<file path="config.mk">
export PLATFORM = sky130hd
export DESIGN_NAME = reg_8bit
export DESIGN_NICKNAME = d
export VERILOG_FILES = /design/src/rtl/reg_pkg.sv /design/src/rtl/dff_en_ar.sv /design/src/rtl/reg_8bit.sv
export SDC_FILE = /design/constraint.sdc
export NUM_CORES = 1
export LEC_CHECK = 0
export ABC_AREA = 0
export BUFFER_PORTS_ARGS = -buffer_cell sky130_fd_sc_hd__clkbuf_2
export CAP_MARGIN = 20
export CORE_AREA = 2 2 39 41
export DETAILED_ROUTE_END_ITERATION = 8
export DIE_AREA = 0 0 41 43
export GPL_TIMING_DRIVEN = 0
export PLACE_DENSITY_LB_ADDON = 0.25
export REMOVE_ABC_BUFFERS = 1
export SLEW_MARGIN = 20
export SYNTH_ARGS = -nofsm -noshare
export SYNTH_HDL_FRONTEND = slang
export SYNTH_HIERARCHICAL = 1
export SYNTH_SLANG_ARGS = --single-unit
</file>
<file path="constraint.sdc">
create_clock -name clk -period 1.1 [get_ports clk]
set_clock_uncertainty 0.1 [all_clocks]
set_input_delay 0.055 -clock clk [delete_from_list [all_inputs] [get_ports clk]]
set_output_delay 0.055 -clock clk [all_outputs]
set_load 0.02 [all_outputs]
</file>
<file path="src/rtl/reg_pkg.sv">
// Shared defaults for the enabled, asynchronously reset data register.
package reg_pkg;

  localparam int unsigned REG_WIDTH = 8;
  localparam logic [REG_WIDTH-1:0] REG_RST_VAL = 8'h00;

endpackage

</file>
<file path="src/rtl/dff_en_ar.sv">
// Single-bit flop with load enable and asynchronous active-high reset.
module dff_en_ar #(
  parameter logic RstVal = 1'b0
) (
  input  logic clk_i,
  input  logic rst_i,
  input  logic en_i,
  input  logic d_i,
  output logic q_o
);

  logic q_q;

  always_ff @(posedge clk_i or posedge rst_i) begin
    if (rst_i) begin
      q_q <= RstVal;
    end else if (en_i) begin
      q_q <= d_i;
    end
  end

  assign q_o = q_q;

endmodule

</file>
<file path="src/rtl/reg_8bit.sv">
// WIDTH-bit register with load enable and asynchronous active-high reset, built bit by bit.
module reg_8bit
  import reg_pkg::*;
#(
  parameter int unsigned           WIDTH       = REG_WIDTH,
  parameter logic [WIDTH-1:0]      RESET_VALUE = WIDTH'(REG_RST_VAL)
) (
  input  logic             clk,
  input  logic             res,
  input  logic             en,
  input  logic [WIDTH-1:0] data_In,
  output logic [WIDTH-1:0] data_Out
);

  logic [WIDTH-1:0] bits_q;

  for (genvar i = 0; i < WIDTH; i++) begin : g_bit
    dff_en_ar #(
      .RstVal(RESET_VALUE[i])
    ) u_dff (
      .clk_i(clk),
      .rst_i(res),
      .en_i (en),
      .d_i  (data_In[i]),
      .q_o  (bits_q[i])
    );
  end

  assign data_Out = bits_q;

`ifndef SYNTHESIS
  // Set by any reset pulse since the last clean edge, so a mid-cycle reset
  // is not mistaken for an unwanted change while the enable is low.
  logic res_seen_q;

  always_ff @(posedge clk or posedge res) begin
    if (res) begin
      res_seen_q <= 1'b1;
    end else begin
      res_seen_q <= 1'b0;
    end
  end

  a_reset_value: assert property (@(posedge clk) res |-> (data_Out == RESET_VALUE));

  a_hold_when_disabled: assert property (
    @(posedge clk) (!res && !en) |=> ($stable(data_Out) || res_seen_q)
  );
`endif

endmodule

</file>
Word level (Yosys, flattened, before mapping):

Cells that the tools add are included.

* word-level logic and storage cells: 8
* input port bits: 11
* register bits: 8
* output and inout bits: 8

Logic depth before layout (Yosys ltp):

Gate-level depths: netlist (run 1).

* word-level depth: 0
* gate-level depth with buffers: 1
* mapped depth without buffers: 1

Modules after synthesis:

The synthesis (run 1) kept the hierarchy.

Modules (own cells, without submodules)
* dff_en_ar: cells an instance 3, area an instance 43.8 sq um, times used 8

Worst setup path before layout (run 1):

No wires, ideal clock.

* kind: reg2reg
* start: reg g_bit[0].u_dff/q_o (netlist name)
* end: reg g_bit[0].u_dff.q_q
* stages on the path, launching flop included: 2
* buffers on the path: 0
* clock period less this slack: 935 ps
* setup slack: 165 ps
* arrival time: 710 ps
* library setup time: 125 ps
* data required time: 875 ps
* cells stage by stage: dfrtp_1 -> mux2_4

RTL lines
* to (signal assigned): line dff_en_ar.sv:16 `q_q <= RstVal;`
* to (signal assigned): line dff_en_ar.sv:18 `q_q <= d_i;`
* to (decl): line dff_en_ar.sv:12 `logic q_q;`

Final worst setup path (run 1):

* start: reg g_bit[0].u_dff.q_q
* end: out data_Out[0]

RTL lines
* to (decl): line reg_8bit.sv:12 `output logic [WIDTH-1:0] data_Out`

No word-level cell between the ends.

==> results of run 1 <==
[routing by layer]
layer | vias up | wire length, µm | track usage [%]
li1 | 134 | - | -
met1 | 133 | 286 | 12.3
met2 | 11 | 310 | 12.5
met3 | 0 | 47 | 3.14
met4 | 0 | 0 | 4.00
met5 | - | 0 | 0
[placed cells by master (no fill, tap or decap)]
cell type                       instances
sky130_fd_sc_hd__clkbuf_4               3
sky130_fd_sc_hd__mux2_4                 8
sky130_fd_sc_hd__clkbuf_2              18
sky130_fd_sc_hd__dfrtp_1                8
sky130_fd_sc_hd__dlygate4sd3_1          9
sky130_fd_sc_hd__inv_1                  8
[layout make-up]
cell class | count | area [µm²]
well taps | 16 | 20.0
fillers | 141 | 811
repair buffers | 27 | 180
inverters | 8 | 30.0
multi-input cells | 8 | 120
flip-flops and latches | 8 | 200
clock buffers | 3 | 22.5
[through the flow]
stage	hold WS, ps	std cells	util, %	power (mW)
after floorplan	-316	24	-	0.436
after global placement	-112	58	33.3	0.499
after detailed placement	-111	58	33.3	0.500
after CTS	175	70	41.4	0.742
after global routing	200	70	41.4	0.781
final	172	70	41.4	0.728
[kinds of logic after synthesis]
group | after synthesis | synth area share, %
mux | 8 | 34.3
flops | 8 | 57.1
buf+inv | 8 | 8.57
[final timing paths]
| path | to | slack [ps] | cells past startpoint |
|---|---|---|---|
| worst max-delay path | data_Out[0] | 170 | 1 |
| worst min-delay path | g_bit[1].u_dff/q_o | 170 | 3 |
| worst max register to register | g_bit[5].u_dff/q_o | 240 | 1 |
| worst min register to register | g_bit[4].u_dff/q_o | 410 | 1 |
| max in group asynchronous | g_bit[0].u_dff/q_o | 630 | 3 |
| min in group clk | g_bit[0].u_dff/q_o | 210 | 2 |
[power by group]
group	internal (mW)	total [mW]	switching [mW]
combinational	0.0974	0.178	0.0804
sequential	0.324	0.340	0.0155
clock	0.124	0.211	0.0867
total	0.546	0.728	0.183
[repair_timing]
item,CTS,global route
hold buffers,9,0
buffers inserted,0,0
endpoints found under the hold margin,16,0
==> report_table.html, run 1 <==
<table>
<tr><th>Metric</th><th>Value</th></tr>
<tr><th colspan="2">Status</th></tr>
<tr><td>Result of the run</td><td>finished, final reports clean</td></tr>
<tr><th colspan="2">GRT</th></tr>
<tr><td>Number of global-route vias before repair</td><td>262</td></tr>
<tr><td>Remaining global-route overflow</td><td>0</td></tr>
<tr><td>First-pass GRT wire length</td><td>1070 µm</td></tr>
<tr><td>Antenna violations before repair</td><td>0</td></tr>
<tr><td>Pin count of the biggest net entering global routing</td><td>9</td></tr>
<tr><td>GRT Overall Usage</td><td>9.02%</td></tr>
<tr><th colspan="2">Finish</th></tr>
<tr><td>Number of flip-flops in the largest register</td><td>8</td></tr>
<tr><td>Post-route design area</td><td>573 µm²</td></tr>
<tr><td>Antenna Cells</td><td>0</td></tr>
<tr><td>Net count of the finished layout</td><td>67</td></tr>
<tr><td>Layout cells sized above 1</td><td>53.7%</td></tr>
<tr><td>Area growth from synthesis to layout</td><td>63.6%</td></tr>
<tr><th colspan="2">Power</th></tr>
<tr><td>IR Drop Worst-Case VDD</td><td>0.559 mV</td></tr>
<tr><td>Power per cell area</td><td>1270 nW/µm²</td></tr>
<tr><td>Leak pwr</td><td>0.328 nW</td></tr>
<tr><th colspan="2">Critical path</th></tr>
<tr><td>Largest delay share family, worst path</td><td>flip-flops</td></tr>
<tr><td>Capturing element type of the critical path</td><td>primary output</td></tr>
<tr><td>Worst path slowest cell</td><td>sky130_fd_sc_hd__dfrtp_1</td></tr>
<tr><td>Critical R2R Launch</td><td>g_bit[5].u_dff/q_o</td></tr>
<tr><td>Start point of the critical path</td><td>g_bit[0].u_dff/q_o</td></tr>
<tr><td>Worst-path cell chain</td><td>clkbuf_2</td></tr>
<tr><td>Total buffers and inverters traversed by the critical path</td><td>1</td></tr>
<tr><td>Req. time, crit path</td><td>940 ps</td></tr>
<tr><td>Crit Path Class</td><td>flop to primary output</td></tr>
<tr><td>Kind of launch point of the worst setup path</td><td>flop</td></tr>
<tr><td>Crit-path max cell delay</td><td>380 ps</td></tr>
<tr><td>Arrival time reported for the critical path endpoint</td><td>780 ps</td></tr>
<tr><td>Top fanout value on the critical path</td><td>2</td></tr>
<tr><th colspan="2">Clock tree</th></tr>
<tr><td>Clock insertion delay at the later pin of the skew report</td><td>240 ps</td></tr>
<tr><td>Longest Clk Path Bufs</td><td>2</td></tr>
<tr><td>Library cell used as clock root buffer</td><td>sky130_fd_sc_hd__clkbuf_4</td></tr>
<tr><td># resized after CTS</td><td>0</td></tr>
<tr><td>CTS Buf Count</td><td>3</td></tr>
<tr><td>Sink count of the clock tree</td><td>8</td></tr>
<tr><td>Depth of the CTS H-tree</td><td>1</td></tr>
<tr><td>Clock transition at the register clock pins on the worst setup and hold paths after CTS</td><td>50 ps</td></tr>
<tr><td>CTS tree</td><td>yes</td></tr>
<tr><th colspan="2">Place</th></tr>
<tr><td>Routability congestion estimate from global placement</td><td>0.635</td></tr>
<tr><td>Number of input and output port buffers inserted</td><td>18</td></tr>
<tr><td>Total placed instance area</td><td>460 µm²</td></tr>
<tr><td>Minimum setup slack after placement</td><td>205 ps</td></tr>
<tr><th colspan="2">Timing</th></tr>
<tr><td>Total negative slack</td><td>0 ps</td></tr>
<tr><td>Slew of the pin with the lowest slew margin</td><td>304 ps</td></tr>
<tr><td>Time the final worst path needs with I/O delays and setup</td><td>934 ps</td></tr>
<tr><td># setup viols final</td><td>0</td></tr>
<tr><td>Rel. slew slack</td><td>79.7%</td></tr>
<tr><td>Share of the cycle needed by the critical path after routing</td><td>84.9%</td></tr>
<tr><td>Fin. Hold Viols</td><td>0</td></tr>
<tr><td>Setup slack of the critical path after layout</td><td>166 ps</td></tr>
<tr><td>Max-slew violation total from the final report</td><td>0</td></tr>
<tr><td>Maximum clock frequency</td><td>1070 MHz</td></tr>
<tr><td>RSZ-0062 raised after global routing</td><td>no</td></tr>
<tr><th colspan="2">Drt</th></tr>
<tr><td>Drt total wl</td><td>644 µm</td></tr>
<tr><td>DRC</td><td>0</td></tr>
<tr><td>Average vias per placed instance</td><td>3.97</td></tr>
<tr><td>DR vias</td><td>278</td></tr>
<tr><td>Routed len/inst</td><td>9.20 µm</td></tr>
<tr><td>Number of detailed-route iterations in the first pass</td><td>3</td></tr>
<tr><td>ANT nets after route</td><td>0</td></tr>
<tr><td>Violation count after the first detailed-routing iteration</td><td>1</td></tr>
<tr><th colspan="2">Min path</th></tr>
<tr><td>Worst min-delay path class</td><td>input port to asynchronous set/reset pin</td></tr>
<tr><th colspan="2">Yosys</th></tr>
<tr><td>Number of synthesized register bits</td><td>8</td></tr>
<tr><td>Synth top cells by count</td><td>sky130_fd_sc_hd__dfrtp_1 (8), sky130_fd_sc_hd__inv_1 (8), sky130_fd_sc_hd__mux2_4 (8)</td></tr>
<tr><td>Synth area leader</td><td>sky130_fd_sc_hd__dfrtp_1</td></tr>
<tr><td>Syn Inst Count</td><td>24</td></tr>
<tr><td>Main synth FF type</td><td>sky130_fd_sc_hd__dfrtp_1</td></tr>
<tr><td>Number of enable flip-flop cells after synthesis</td><td>0</td></tr>
<tr><td>Library cells used by synthesis</td><td>3</td></tr>
<tr><td>Post-synth top area share</td><td>57.1%</td></tr>
<tr><td>Share of flip-flops with an asynchronous set or reset after synthesis</td><td>100%</td></tr>
<tr><td>Largest cells by area after synthesis</td><td>sky130_fd_sc_hd__dfrtp_1 (57%), sky130_fd_sc_hd__mux2_4 (34%), sky130_fd_sc_hd__inv_1 (8.6%)</td></tr>
<tr><td>Syn Std Cell Area</td><td>350 µm²</td></tr>
<tr><td>Post-synthesis area per instance</td><td>14.6 µm²</td></tr>
<tr><td>Sequential-to-total area share from yosys stat</td><td>57.1%</td></tr>
<tr><td>Count of warnings emitted by yosys</td><td>6</td></tr>
<tr><th colspan="2">Die</th></tr>
<tr><td>Die X</td><td>41 µm</td></tr>
<tr><td>Ports</td><td>19</td></tr>
<tr><td>Core Rows</td><td>14</td></tr>
<tr><td>Effective utilization at floorplan</td><td>25.3%</td></tr>
<tr><td>Overall die height</td><td>43 µm</td></tr>
<tr><td>Placeable core region</td><td>1380 µm²</td></tr>
<tr><td>Total Die Area</td><td>1760 µm²</td></tr>
<tr><th colspan="2">Job</th></tr>
<tr><td>Number of max-cap violations</td><td>0</td></tr>
</table>
Note: power is estimated with default switching activity, not from simulation.
==> inputs of run 2 (changes only) <==
- clock period: 1.1 -> 0.8 ns (I/O delays scaled with it)
==> run 2 against run 1 <==
The run now ends with negative hold slack, negative setup slack left. Largest cell class unchanged. Largest power group unchanged. Flip-flop and latch count unchanged. Wire length down 5.4%. Register-to-register slack lost 320 ps. Via count fell by 12%. Worst hold slack got worse by 250 ps. First-iteration DRC count is 100% lower.
==> report_table.html, run 2 (same netlist as run 1, synthesis figures left out) <==
<table>
<tr><th>Metric</th><th>Value</th></tr>
<tr><th colspan="2">Status</th></tr>
<tr><td>Result of the run</td><td>finished with violations</td></tr>
<tr><td>Violated checks</td><td>negative hold slack, negative setup slack</td></tr>
<tr><th colspan="2">Critical path</th></tr>
<tr><td>Worst-path cell chain</td><td>buf_6</td></tr>
<tr><td>Endpoint of the most critical register-to-register path</td><td>g_bit[5].u_dff/q_o</td></tr>
<tr><td>Top fanout value on the critical path</td><td>2</td></tr>
<tr><td>Critical R2R Launch</td><td>g_bit[5].u_dff/q_o</td></tr>
<tr><td>R2R Setup Slk</td><td>-80 ps</td></tr>
<tr><td>Capturing element type of the critical path</td><td>primary output</td></tr>
<tr><td>Crit Path Class</td><td>flop to primary output</td></tr>
<tr><td>Start point of the critical path</td><td>g_bit[0].u_dff/q_o</td></tr>
<tr><td>Crit-path max cell delay</td><td>390 ps</td></tr>
<tr><td>Number of cells traversed by the worst register-to-register path</td><td>1</td></tr>
<tr><td>Largest delay share family, worst path</td><td>flip-flops</td></tr>
<tr><td>Worst path slowest cell</td><td>sky130_fd_sc_hd__dfrtp_1</td></tr>
<tr><td>Total buffers and inverters traversed by the critical path</td><td>1</td></tr>
<tr><td>Arrival time reported for the critical path endpoint</td><td>770 ps</td></tr>
<tr><td>Req. time, crit path</td><td>660 ps</td></tr>
<tr><td>Kind of launch point of the worst setup path</td><td>flop</td></tr>
<tr><th colspan="2">GRT</th></tr>
<tr><td>GRT Overall Usage</td><td>8.31%</td></tr>
<tr><td>Busiest metal layer after global routing</td><td>met1</td></tr>
<tr><td>Pin count of the biggest net entering global routing</td><td>9</td></tr>
<tr><td>Global-route track usage on met1</td><td>11.3%</td></tr>
<tr><td>Remaining global-route overflow</td><td>0</td></tr>
<tr><td>First-pass GRT wire length</td><td>972 µm</td></tr>
<tr><td>Number of global-route vias before repair</td><td>234</td></tr>
<tr><td>Met3 usage</td><td>3.14%</td></tr>
<tr><td>Antenna violations before repair</td><td>0</td></tr>
<tr><td>Routing usage on met2</td><td>11.3%</td></tr>
<tr><th colspan="2">Die</th></tr>
<tr><td>Placeable core region</td><td>1380 µm²</td></tr>
<tr><td>Total Die Area</td><td>1760 µm²</td></tr>
<tr><td>Die X</td><td>41 µm</td></tr>
<tr><td>Ports</td><td>19</td></tr>
<tr><td>Effective utilization at floorplan</td><td>25.3%</td></tr>
<tr><td>Core Rows</td><td>14</td></tr>
<tr><td>Overall die height</td><td>43 µm</td></tr>
<tr><th colspan="2">Place</th></tr>
<tr><td>Number of input and output port buffers inserted</td><td>18</td></tr>
<tr><td>Routability congestion estimate from global placement</td><td>0.635</td></tr>
<tr><td>Total placed instance area</td><td>460 µm²</td></tr>
<tr><th colspan="2">Timing</th></tr>
<tr><td>Time the final worst path needs with I/O delays and setup</td><td>910 ps</td></tr>
<tr><td>Slew of the pin with the lowest slew margin</td><td>298 ps</td></tr>
<tr><td>Maximum clock frequency</td><td>1100 MHz</td></tr>
<tr><td>Rel. slew slack</td><td>80.1%</td></tr>
<tr><td># setup viols final</td><td>16</td></tr>
<tr><td>Max-slew violation total from the final report</td><td>0</td></tr>
<tr><td>Share of the cycle needed by the critical path after routing</td><td>114%</td></tr>
<tr><td>Fin. Hold Viols</td><td>8</td></tr>
<tr><td>Final Hold Slack</td><td>-76.1 ps</td></tr>
<tr><td>Setup slack of the critical path after layout</td><td>-110 ps</td></tr>
<tr><td>RSZ-0062 raised after global routing</td><td>yes</td></tr>
<tr><th colspan="2">Finish</th></tr>
<tr><td>Net count of the finished layout</td><td>59</td></tr>
<tr><td>Commonest non-fill, non-tap cell in the layout</td><td>sky130_fd_sc_hd__clkbuf_2</td></tr>
<tr><td>Post-route design area</td><td>543 µm²</td></tr>
<tr><td>Post-layout util</td><td>39.2%</td></tr>
<tr><td>Layout cells sized above 1</td><td>63.0%</td></tr>
<tr><td>Number of fill cells in the layout</td><td>143</td></tr>
<tr><td>Leading cell types in the layout, fill and taps excluded</td><td>sky130_fd_sc_hd__clkbuf_2 (10), sky130_fd_sc_hd__mux2_4 (8), sky130_fd_sc_hd__inv_1 (8), sky130_fd_sc_hd__dfrtp_1 (8), sky130_fd_sc_hd__buf_6 (8)</td></tr>
<tr><td>Antenna Cells</td><td>0</td></tr>
<tr><td>Number of flip-flops in the largest register</td><td>8</td></tr>
<tr><td>Area growth from synthesis to layout</td><td>55.0%</td></tr>
<tr><th colspan="2">Drt</th></tr>
<tr><td>Drt total wl</td><td>609 µm</td></tr>
<tr><td>DRC</td><td>0</td></tr>
<tr><td>Average vias per placed instance</td><td>3.97</td></tr>
<tr><td>Routed len/inst</td><td>9.82 µm</td></tr>
<tr><td>Violation count after the first detailed-routing iteration</td><td>0</td></tr>
<tr><td>DR vias</td><td>246</td></tr>
<tr><td>Number of detailed-route iterations in the first pass</td><td>1</td></tr>
<tr><td>ANT nets after route</td><td>0</td></tr>
<tr><th colspan="2">Clock tree</th></tr>
<tr><td>CTS tree</td><td>yes</td></tr>
<tr><td>Library cell used as clock root buffer</td><td>sky130_fd_sc_hd__clkbuf_4</td></tr>
<tr><td>Post CTS Setup Buffer Count</td><td>0</td></tr>
<tr><td>Clock insertion delay at the later pin of the skew report</td><td>240 ps</td></tr>
<tr><td>Longest Clk Path Bufs</td><td>2</td></tr>
<tr><td>CTS Hold Bufs</td><td>1</td></tr>
<tr><td>Depth of the CTS H-tree</td><td>1</td></tr>
<tr><td>Sink count of the clock tree</td><td>8</td></tr>
<tr><td>CTS Buf Count</td><td>3</td></tr>
<tr><td>Clock transition at the register clock pins on the worst setup and hold paths after CTS</td><td>50 ps</td></tr>
<tr><th colspan="2">Power</th></tr>
<tr><td>Total power after layout</td><td>1.03 mW</td></tr>
<tr><td>Portion of total power attributed to the clock network</td><td>28.2%</td></tr>
<tr><td>Sequential fraction of design power</td><td>46.3%</td></tr>
<tr><td>Power per cell area</td><td>1890 nW/µm²</td></tr>
<tr><td>Combinational fraction of design power</td><td>25.5%</td></tr>
<tr><td>Leak pwr</td><td>0.310 nW</td></tr>
<tr><td>Switching power share of the total</td><td>24.7%</td></tr>
<tr><td>IR Drop Worst-Case VDD</td><td>0.782 mV</td></tr>
<tr><td>Internal power of the cells</td><td>0.774 mW</td></tr>
<tr><td>Net switching power figure</td><td>0.254 mW</td></tr>
<tr><th colspan="2">Min path</th></tr>
<tr><td>Hold Path Depth</td><td>2</td></tr>
<tr><td>Worst Hold Endpoint</td><td>g_bit[0].u_dff/q_o</td></tr>
<tr><td>Worst min-delay path class</td><td>input port to flop</td></tr>
<tr><td>Worst hold start</td><td>data_In[0]</td></tr>
<tr><th colspan="2">Job</th></tr>
<tr><td>Number of max-cap violations</td><td>0</td></tr>
</table>
==> run 2: changes by cell type in the layout (fill, tap and decap cells not counted), sizes merged <==
cell	change
buf	+8
clkbuf	-8
dlygate4sd3	-8
==> run 2: worst max path at each step <==
stage,endpoint,cells past startpoint,slack (ps)
2_1_floorplan,g_bit[0].u_dff/q_o,1,-130
3_3_place_gp,g_bit[5].u_dff/q_o,2,-70
3_5_place_dp,g_bit[5].u_dff/q_o,2,-80
4_1_cts,data_Out[0],1,-130
5_1_grt,data_Out[4],1,-150
6_report,data_Out[0],1,-110
==> run 2: final cells by class <==
cell class	count	area [µm²]	share of cell area, %
clock buffers	3	22.5	4.15
inverters	8	30.0	5.53
multi-input cells	8	120	22.1
flip-flops and latches	8	200	36.9
repair buffers	19	150	27.6
well taps	16	20.0	3.69
==> run 2: through the flow <==
stage                     cells  worst slack (ps)  setup TNS (ps)
after detailed placement     58             -80.0            -587
after CTS                    62              -127           -1420
after global placement       58             -74.3            -565
final                        62              -110           -1380
after global routing         62              -150           -1860
after floorplan              24              -135           -1080
==> run 2: power by group through the flow <==
stage	sequential [mW]	combinational [mW]	clock (mW)
floorplan	0.524	0.0756	0
global placement	0.474	0.212	0
detailed placement	0.475	0.214	0
CTS	0.468	0.218	0.303
global route	0.481	0.281	0.336
finish	0.476	0.262	0.289
==> run 2: per-layer routing <==
metal	vias up	share of wire (%)
met5	-	0
met4	0	0
met3	0	6.7
met2	9	50
met1	119	43
li1	118	-
==> run 2: what timing repair did <==
| action | CTS | global route |
|---|---|---|
| endpoints found under the setup margin | 16 | 16 |
| resized for setup | 0 | 24 |
| endpoints found under the hold margin | 16 | 8 |
